$ cat config.mk
export PLATFORM = sky130hd
export DESIGN_NAME = clk_div_gen_flat
export DESIGN_NICKNAME = d
export VERILOG_FILES = /design/src/rtl/clk_div_gen_if.sv /design/src/rtl/clk_div_gen.sv /design/src/flat_wrapper.sv
export SDC_FILE = /design/constraint.sdc
export NUM_CORES = 1
export LEC_CHECK = 0
export ABC_AREA = 1
export CAP_MARGIN = 0
export CELL_PAD_IN_SITES_DETAIL_PLACEMENT = 2
export CELL_PAD_IN_SITES_GLOBAL_PLACEMENT = 2
export CORE_UTILIZATION = 34
export CTS_BUF_LIST = sky130_fd_sc_hd__clkbuf_16
export DETAILED_ROUTE_END_ITERATION = 10
export GPL_ROUTABILITY_DRIVEN = 0
export PLACE_DENSITY = 0.81
export REMOVE_ABC_BUFFERS = 1
export SYNTH_ARGS = -nofsm -noshare
export SYNTH_HDL_FRONTEND = slang
export SYNTH_SLANG_ARGS = --single-unit
$ cat constraint.sdc
create_clock -name clk -period 17.05 [get_ports clk]
set_input_delay 3.41 -clock clk [delete_from_list [all_inputs] [get_ports clk]]
set_output_delay 3.41 -clock clk [all_outputs]
set_load 0.05 [all_outputs]
$ cat src/rtl/clk_div_gen_if.sv
// Control/status bundle for clk_div_gen: enable, shadow-load port and per-channel q/tick/pend.
// The sync input only exists when CLKDIV_SYNC_EN is defined.
interface clk_div_gen_if #(
  parameter int N  = 26,
  parameter int CH = 4,
  parameter int CW = 2
);
  logic          en;
  logic          load;
  logic [CW-1:0] load_ch;
  logic [N-1:0]  load_div;
  logic [N-1:0]  load_hi;
`ifdef CLKDIV_SYNC_EN
  logic          sync;
`endif
  logic [CH-1:0] q;
  logic [CH-1:0] tick;
  logic [CH-1:0] pend;

`ifdef CLKDIV_SYNC_EN
  modport master (output en, load, load_ch, load_div, load_hi, sync, input q, tick, pend);
  modport slave  (input en, load, load_ch, load_div, load_hi, sync, output q, tick, pend);
`else
  modport master (output en, load, load_ch, load_div, load_hi, input q, tick, pend);
  modport slave  (input en, load, load_ch, load_div, load_hi, output q, tick, pend);
`endif
endinterface

$ cat src/rtl/clk_div_gen.sv
// Multi-channel divider: per-channel wrap counter, duty square wave q, wrap tick, shadow reload.
// Load always accepted; q is combinational from registers, tick/pend registered. CLKDIV_SYNC_EN adds sync realign.
module clk_div_gen #(
  parameter int          N           = 26,
  parameter int          CH          = 4,
  parameter int          CW          = 2,
  parameter int unsigned DIV_DEFAULT = 49999999,
  parameter int unsigned HI_DEFAULT  = 25000000
) (
  input  logic         clk,
  input  logic         reset,
  clk_div_gen_if.slave bus
);

  logic [N-1:0]  cnt_q  [CH];
  logic [N-1:0]  cnt_d  [CH];
  logic [N-1:0]  div_q  [CH];
  logic [N-1:0]  div_d  [CH];
  logic [N-1:0]  hi_q   [CH];
  logic [N-1:0]  hi_d   [CH];
  logic [N-1:0]  sdiv_q [CH];
  logic [N-1:0]  sdiv_d [CH];
  logic [N-1:0]  shi_q  [CH];
  logic [N-1:0]  shi_d  [CH];
  logic [CH-1:0] pend_q, pend_d;
  logic [CH-1:0] tick_q, tick_d;
  logic [CH-1:0] sq_w;
  logic          sync_w;

`ifdef CLKDIV_SYNC_EN
  assign sync_w = bus.sync;
`else
  assign sync_w = 1'b0;
`endif

  always_comb begin
    for (int i = 0; i < CH; i++) begin
      cnt_d[i]  = cnt_q[i];
      div_d[i]  = div_q[i];
      hi_d[i]   = hi_q[i];
      sdiv_d[i] = sdiv_q[i];
      shi_d[i]  = shi_q[i];
      pend_d[i] = pend_q[i];
      tick_d[i] = 1'b0;

      if (sync_w) begin
        cnt_d[i] = '0;
        if (pend_q[i]) begin
          div_d[i]  = sdiv_q[i];
          hi_d[i]   = shi_q[i];
          pend_d[i] = 1'b0;
        end
      end else if (bus.en) begin
        if (cnt_q[i] == div_q[i]) begin
          cnt_d[i]  = '0;
          tick_d[i] = 1'b1;
          // Shadow is only promoted at a period boundary so q never glitches mid-period.
          if (pend_q[i]) begin
            div_d[i]  = sdiv_q[i];
            hi_d[i]   = shi_q[i];
            pend_d[i] = 1'b0;
          end
        end else begin
          cnt_d[i] = cnt_q[i] + N'(1);
        end
      end

      // Placed after the apply so a load coinciding with a wrap stays pending.
      if (bus.load && (bus.load_ch == CW'(i))) begin
        sdiv_d[i] = bus.load_div;
        shi_d[i]  = bus.load_hi;
        pend_d[i] = 1'b1;
      end
    end
  end

  always_ff @(posedge clk or posedge reset) begin
    if (reset) begin
      for (int i = 0; i < CH; i++) begin
        cnt_q[i]  <= '0;
        div_q[i]  <= N'(DIV_DEFAULT);
        hi_q[i]   <= N'(HI_DEFAULT);
        sdiv_q[i] <= N'(DIV_DEFAULT);
        shi_q[i]  <= N'(HI_DEFAULT);
      end
      pend_q <= '0;
      tick_q <= '0;
    end else begin
      for (int i = 0; i < CH; i++) begin
        cnt_q[i]  <= cnt_d[i];
        div_q[i]  <= div_d[i];
        hi_q[i]   <= hi_d[i];
        sdiv_q[i] <= sdiv_d[i];
        shi_q[i]  <= shi_d[i];
      end
      pend_q <= pend_d;
      tick_q <= tick_d;
    end
  end

  always_comb begin
    sq_w = '0;
    for (int i = 0; i < CH; i++) begin
      sq_w[i] = (cnt_q[i] >= hi_q[i]);
    end
  end

  assign bus.q    = sq_w;
  assign bus.tick = tick_q;
  assign bus.pend = pend_q;

endmodule

$ cat src/flat_wrapper.sv
// flat-port wrapper written by rule: the top's interface ports become plain ports
module clk_div_gen_flat 
#(
  parameter int          N           = 26,
  parameter int          CH          = 4,
  parameter int          CW          = 2,
  parameter int unsigned DIV_DEFAULT = 49999999,
  parameter int unsigned HI_DEFAULT  = 25000000
)
  (clk, reset, bus_en, bus_load, bus_load_ch, bus_load_div, bus_load_hi, bus_q, bus_tick, bus_pend);
  clk_div_gen_if #(.N(N), .CH(CH), .CW(CW)) bus_i ();
  input  logic clk;
  input  logic reset;
  input wire logic [$bits(bus_i.en)-1:0] bus_en;
  input wire logic [$bits(bus_i.load)-1:0] bus_load;
  input wire logic [$bits(bus_i.load_ch)-1:0] bus_load_ch;
  input wire logic [$bits(bus_i.load_div)-1:0] bus_load_div;
  input wire logic [$bits(bus_i.load_hi)-1:0] bus_load_hi;
  output wire logic [$bits(bus_i.q)-1:0] bus_q;
  output wire logic [$bits(bus_i.tick)-1:0] bus_tick;
  output wire logic [$bits(bus_i.pend)-1:0] bus_pend;
  assign bus_i.en = bus_en;
  assign bus_i.load = bus_load;
  assign bus_i.load_ch = bus_load_ch;
  assign bus_i.load_div = bus_load_div;
  assign bus_i.load_hi = bus_load_hi;
  assign bus_q = bus_i.q;
  assign bus_tick = bus_i.tick;
  assign bus_pend = bus_i.pend;
  clk_div_gen #(.N(N), .CH(CH), .CW(CW), .DIV_DEFAULT(DIV_DEFAULT), .HI_DEFAULT(HI_DEFAULT)) u_core (.clk(clk), .reset(reset), .bus(bus_i));
endmodule
Word level (Yosys, flattened, before mapping)
Index checks and enable logic that the tools add are counted.
- register bits after elaboration: 528
- input bits: 58
- output and inout port bits: 12
- add/sub/neg operators: 4
- $lt $le $gt $ge: 4
- equal/unequal tests: 7
- multiplexer cells: 24
- reductions and logical operators: 21
- operators by type and width (cell ; count):
    adder 26 x 1 -> 26 bit (second input constant) ; 4
    equality test 26 bit ; 4
    greater-or-equal comparator 26 bit ; 4
    two-way mux 26 bit ; 4
    two-way mux 1 bit ; 20
    nonzero test 2 bit ; 8
    AND reduction 3 bit ; 4
    AND reduction 2 bit ; 4
    equality test 2 bit (second input constant) ; 2
    logical AND 1 bit ; 4
    equality test 2 x 1 -> 1 bit (second input constant) ; 1
    zero test 2 bit ; 1

Depth between registers and ports, before layout
- word-level depth: 4
- depth in mapped cells: 13

Worst setup path before layout
Ideal clock, no wire load.
- path type: reg-to-output
- start: register u_core.hi_q[24] (netlist bit)
- end: output port bus_q[3]
- arrival: 1.730 ns
- data required time: 13.640 ns
- path slack: 11.910 ns
- stages on the path, launching flop included: 8
- buffers on the path: 0
- cells stage by stage: dfstp_2 -> inv_1 -> ha_1 -> nand2_1 -> nor3_1 -> nand3_1 -> o21bai_1 -> nand3_1
- word-level cells in the longest chain between the ends: 1
- ends and longest elaborated chain (what ; line ; RTL):
    start: declaration ; clk_div_gen.sv:19 ; logic [N-1:0] hi_q [CH];
    start signal: indexed assignment ; clk_div_gen.sv:82 ; hi_q[i] <= N'(HI_DEFAULT);
    start signal: indexed assignment ; clk_div_gen.sv:92 ; hi_q[i] <= hi_d[i];
    greater-or-equal comparator 26 bit ; clk_div_gen.sv:104 ; sq_w[i] = (cnt_q[i] >= hi_q[i]);
    end: declaration ; flat_wrapper.sv:19 ; output wire logic [$bits(bus_i.q)-1:0] bus_q;
Every way passes these cells.

Final worst setup path
- start: register u_core.hi_q[73] (netlist bit)
- end: output port bus_q[1]
The elaborated chain is that of the path after synthesis.

==> impl_summary.log <==
INFO  metric antenna_violating_nets_post_route = 0
INFO  metric floorplan.core_area = 80400 µm²
INFO  metric dominantRegCellSynth = sky130_fd_sc_hd__dfrtp_1
INFO  metric seq_area_frac_synth = 48.9%
INFO  metric cp_cell_sequence = inv_1, ha_1, nand2_1, nor3_1, nand3b_1, nor2_1, nor2_1, nand3_1, clkdlybuf4s50_1
INFO  metric final_max_slew_viol_count = 0
INFO  metric timing.hold.ws = 463 ps
INFO  metric setup_tns = 0 ps
INFO  metric grt_util_met2 = 41.6%
INFO  metric ys.warnings.count = 0
INFO  metric cp_common_cell = sky130_fd_sc_hd__nor2_1
INFO  metric tritoncts_clock_tree = yes
INFO  metric r2r-start = u_core.cnt_q[72]
INFO  metric layout-area-overhead-vs-synth = 13.3%
INFO  metric firstDrtPassIters = 5
INFO  metric power = 3300 µW
INFO  metric floorplan.rows = 104
INFO  metric startpoint_type = flop
INFO  metric clk_root_buffer_cell = sky130_fd_sc_hd__clkbuf_16
INFO  metric result_of_the_run = finished clean
INFO  metric rrSetupSlack = 14380 ps
INFO  metric layout_worst_path_cycle_share = 39.9%
INFO  metric gr-max-usage-layer = met2
INFO  metric min-delay-start = u_core.hi_q[100]
INFO  metric grt_pass1_vias = 26747
INFO  metric timing.fmax = 147 MHz
INFO  metric setup_viol = 0
INFO  metric skew = 41.2 ps
INFO  metric min_delay_worst_endpoint = u_core.hi_q[100]
INFO  metric report.final.hold_viol_count = 0
INFO  metric power.density = 105 nW/µm²
INFO  metric wire_length_of_the_first_global_routing_pass = 158000 µm
INFO  metric unrepaired_setup_endpoints_after_global_routing = false
INFO  metric detailedRoute.firstIterationViolations = 1513
INFO  metric synthesis.area_per_instance = 7.54 µm²
INFO  metric global_route.overflow_total = 0
INFO  metric post-route-drc-count = 0
INFO  metric critical-path-slowest-cell = sky130_fd_sc_hd__clkdlybuf4s50_1
INFO  metric commonest_non_fill_non_tap_cell_in_the_layout = sky130_fd_sc_hd__nand2_1
INFO  metric timing.max_cap.violations = 0
INFO  metric async_reset_ff_share = 100%
INFO  metric drive_above_1_share = 10.6%
INFO  metric worst_pin_slew = 1130 ps
INFO  metric criticalPathCategory = flop to primary output
INFO  metric final_cell_mix = sky130_fd_sc_hd__nand2_1, sky130_fd_sc_hd__inv_1, sky130_fd_sc_hd__nand3_1
INFO  metric insertion_delay = 680 ps
INFO  metric critical_path_peak_fanout = 3
INFO  metric critPathMaxStageDelay = 820 ps
INFO  metric grt.total_usage = 24.9%
INFO  metric cts_max_level = 2
INFO  metric cts_repair_resize_count = 0
INFO  metric start_util = 34.4%
INFO  metric timing.critical_path.max_delay_family = simple AND/OR/NAND/NOR gates
INFO  metric io-pin-count = 70
INFO  metric fp.dieArea = 82400 µm²
INFO  metric cts.hold.buffers_added = 0
INFO  metric wl_per_cell = 21.0 µm
INFO  metric synth_cell_types = 37
INFO  metric die-width = 287 µm
INFO  metric num_vias = 24307
INFO  metric avgViaCountPerCell = 5.06
INFO  metric dp_slack = 10870 ps
INFO  metric arrival = 3400 ps
INFO  metric critical_r2r_capture = u_core.cnt_q[72]
INFO  metric min_delay_path_depth = 2
INFO  metric buffer_ports.inserted = 69
INFO  metric die-height = 287 µm
INFO  metric min_period = 6810 ps
INFO  metric antenna_found_initial = 8
INFO  metric wirelength = 101000 µm
INFO  metric synth-edff-count = 0
INFO  metric critical_path_buf_inv_count = 2
INFO  metric worstHoldPathType = flop to flop
INFO  metric clock_sinks = 528
INFO  metric leakage = 0.0153 µW
INFO  metric worst_setup_end_kind = primary output
INFO  metric ctsLongestPathBuffers = 3
INFO  metric worst-r2r-cell-count = 12
INFO  metric slew_headroom = 24.2%
INFO  metric grt_max_degree = 167
INFO  metric cts_made_buffers = 61
INFO  metric critical_path_required_time = 13640 ps
INFO  metric dp.final_hpwl = 69600 µm
INFO  metric setup_slack = 10240 ps
INFO  metric post_cts_repair_setup_buffers = 0
INFO  metric met3_usage = 2.56%
INFO  metric number_of_nets_in_the_finished_design = 3853
INFO  metric yosys_register_bits = 528
INFO  metric synthesis.area = 27600 µm²
INFO  metric synth_cells = 3666
INFO  metric clk_transition_reported_paths = 60 ps
INFO  metric use_met1 = 33.4%
INFO  metric vdd_drop_max = 0.0932 mV
==> worst min-delay path, cell delays in order, from the launching register on <==
cell,delay (ps)
sky130_fd_sc_hd__dfstp_2,360
sky130_fd_sc_hd__nand2_1,60
sky130_fd_sc_hd__nand2_1,40
==> logic make-up after synthesis <==
logic type,after synthesis,share of synthesized area (%)
AND/OR/NAND/NOR,2067,30.3
buffers and inverters,608,8.75
flip-flops,528,48.9
AO/OA/AOI/OAI,311,5.76
adder cells (fa/ha/maj),108,4.89
XOR/XNOR,44,1.39
==> flip-flops by register name, indices dropped and copies added (netlist names) <==
signal,count
u_core.bus.tick,4
u_core.div_q,104
u_core.cnt_q,104
u_core.sdiv_q,104
u_core.hi_q,104
u_core.shi_q,104
u_core.bus.pend,4
==> routing by layer <==
metal	vias up	part of all wire (%)
li1	11446	-
met1	12401	46
met2	311	47
met3	147	3.1
met4	2	3.7
met5	-	0.014
==> layout make-up <==
class	instances	area (µm²)
fillers	9260	49100
well taps	1060	1330
flip-flops and latches	528	13500
clock inverters	53	478
diodes	2	5.00
inverters	477	1800
repair buffers	89	848
clock buffers	63	1580
multi-input cells	2530	11800
==> Yosys cell counts (3+ instances only) <==
| cell type | count | area [µm²] |
|---|---|---|
| sky130_fd_sc_hd__nand4_1 | 32 | 200 |
| sky130_fd_sc_hd__a21boi_0 | 3 | 22.5 |
| sky130_fd_sc_hd__xor2_1 | 38 | 333 |
| sky130_fd_sc_hd__buf_6 | 7 | 78.8 |
| sky130_fd_sc_hd__clkbuf_1 | 66 | 248 |
| sky130_fd_sc_hd__buf_4 | 7 | 52.6 |
| sky130_fd_sc_hd__dfstp_2 | 240 | 6310 |
| sky130_fd_sc_hd__o21bai_1 | 4 | 30.0 |
| sky130_fd_sc_hd__nor2_4 | 3 | 33.8 |
| sky130_fd_sc_hd__dfrtp_1 | 288 | 7210 |
| sky130_fd_sc_hd__nand2_2 | 3 | 18.8 |
| sky130_fd_sc_hd__buf_1 | 6 | 22.5 |
| sky130_fd_sc_hd__inv_2 | 24 | 90.1 |
| sky130_fd_sc_hd__buf_2 | 44 | 220 |
| sky130_fd_sc_hd__nor2_1 | 305 | 1140 |
| sky130_fd_sc_hd__ha_1 | 108 | 1350 |
| sky130_fd_sc_hd__nand3b_1 | 6 | 45.0 |
| sky130_fd_sc_hd__nand2_1 | 1342 | 5040 |
| sky130_fd_sc_hd__inv_1 | 451 | 1690 |
| sky130_fd_sc_hd__nor4_1 | 3 | 18.8 |
| sky130_fd_sc_hd__nor3_1 | 41 | 205 |
| sky130_fd_sc_hd__nand3_1 | 324 | 1620 |
| sky130_fd_sc_hd__nor2_2 | 3 | 18.8 |
| sky130_fd_sc_hd__o211ai_1 | 3 | 22.5 |
| sky130_fd_sc_hd__o21ai_0 | 236 | 1180 |
| sky130_fd_sc_hd__xnor2_1 | 6 | 52.6 |
| sky130_fd_sc_hd__a21oi_1 | 58 | 290 |
==> metrics by stage <==
step	area, µm²	util, %	std cells
floorplan	27000	-	3535
global placement	29300	36.4	4684
detailed placement	29300	36.4	4684
CTS	31300	38.9	4800
global route	31300	38.9	4800
finish	31300	38.9	4802
==> worst max path at each step <==
stage,start,to,cells past startpoint
after CTS,u_core.hi_q[73],bus_q[1],9
final,u_core.hi_q[73],bus_q[1],9
after global placement,bus_en,u_core.bus.pend[1],13
after global routing,u_core.hi_q[76],bus_q[1],9
after detailed placement,bus_en,u_core.bus.pend[1],13
after floorplan,reset,u_core.bus.pend[0],1
==> power by group <==
part           switching [µW]  internal (µW)
Clock                     585            789
Combinational             265            138
Sequential                127           1400
Power figures use the tool's default switching activity.
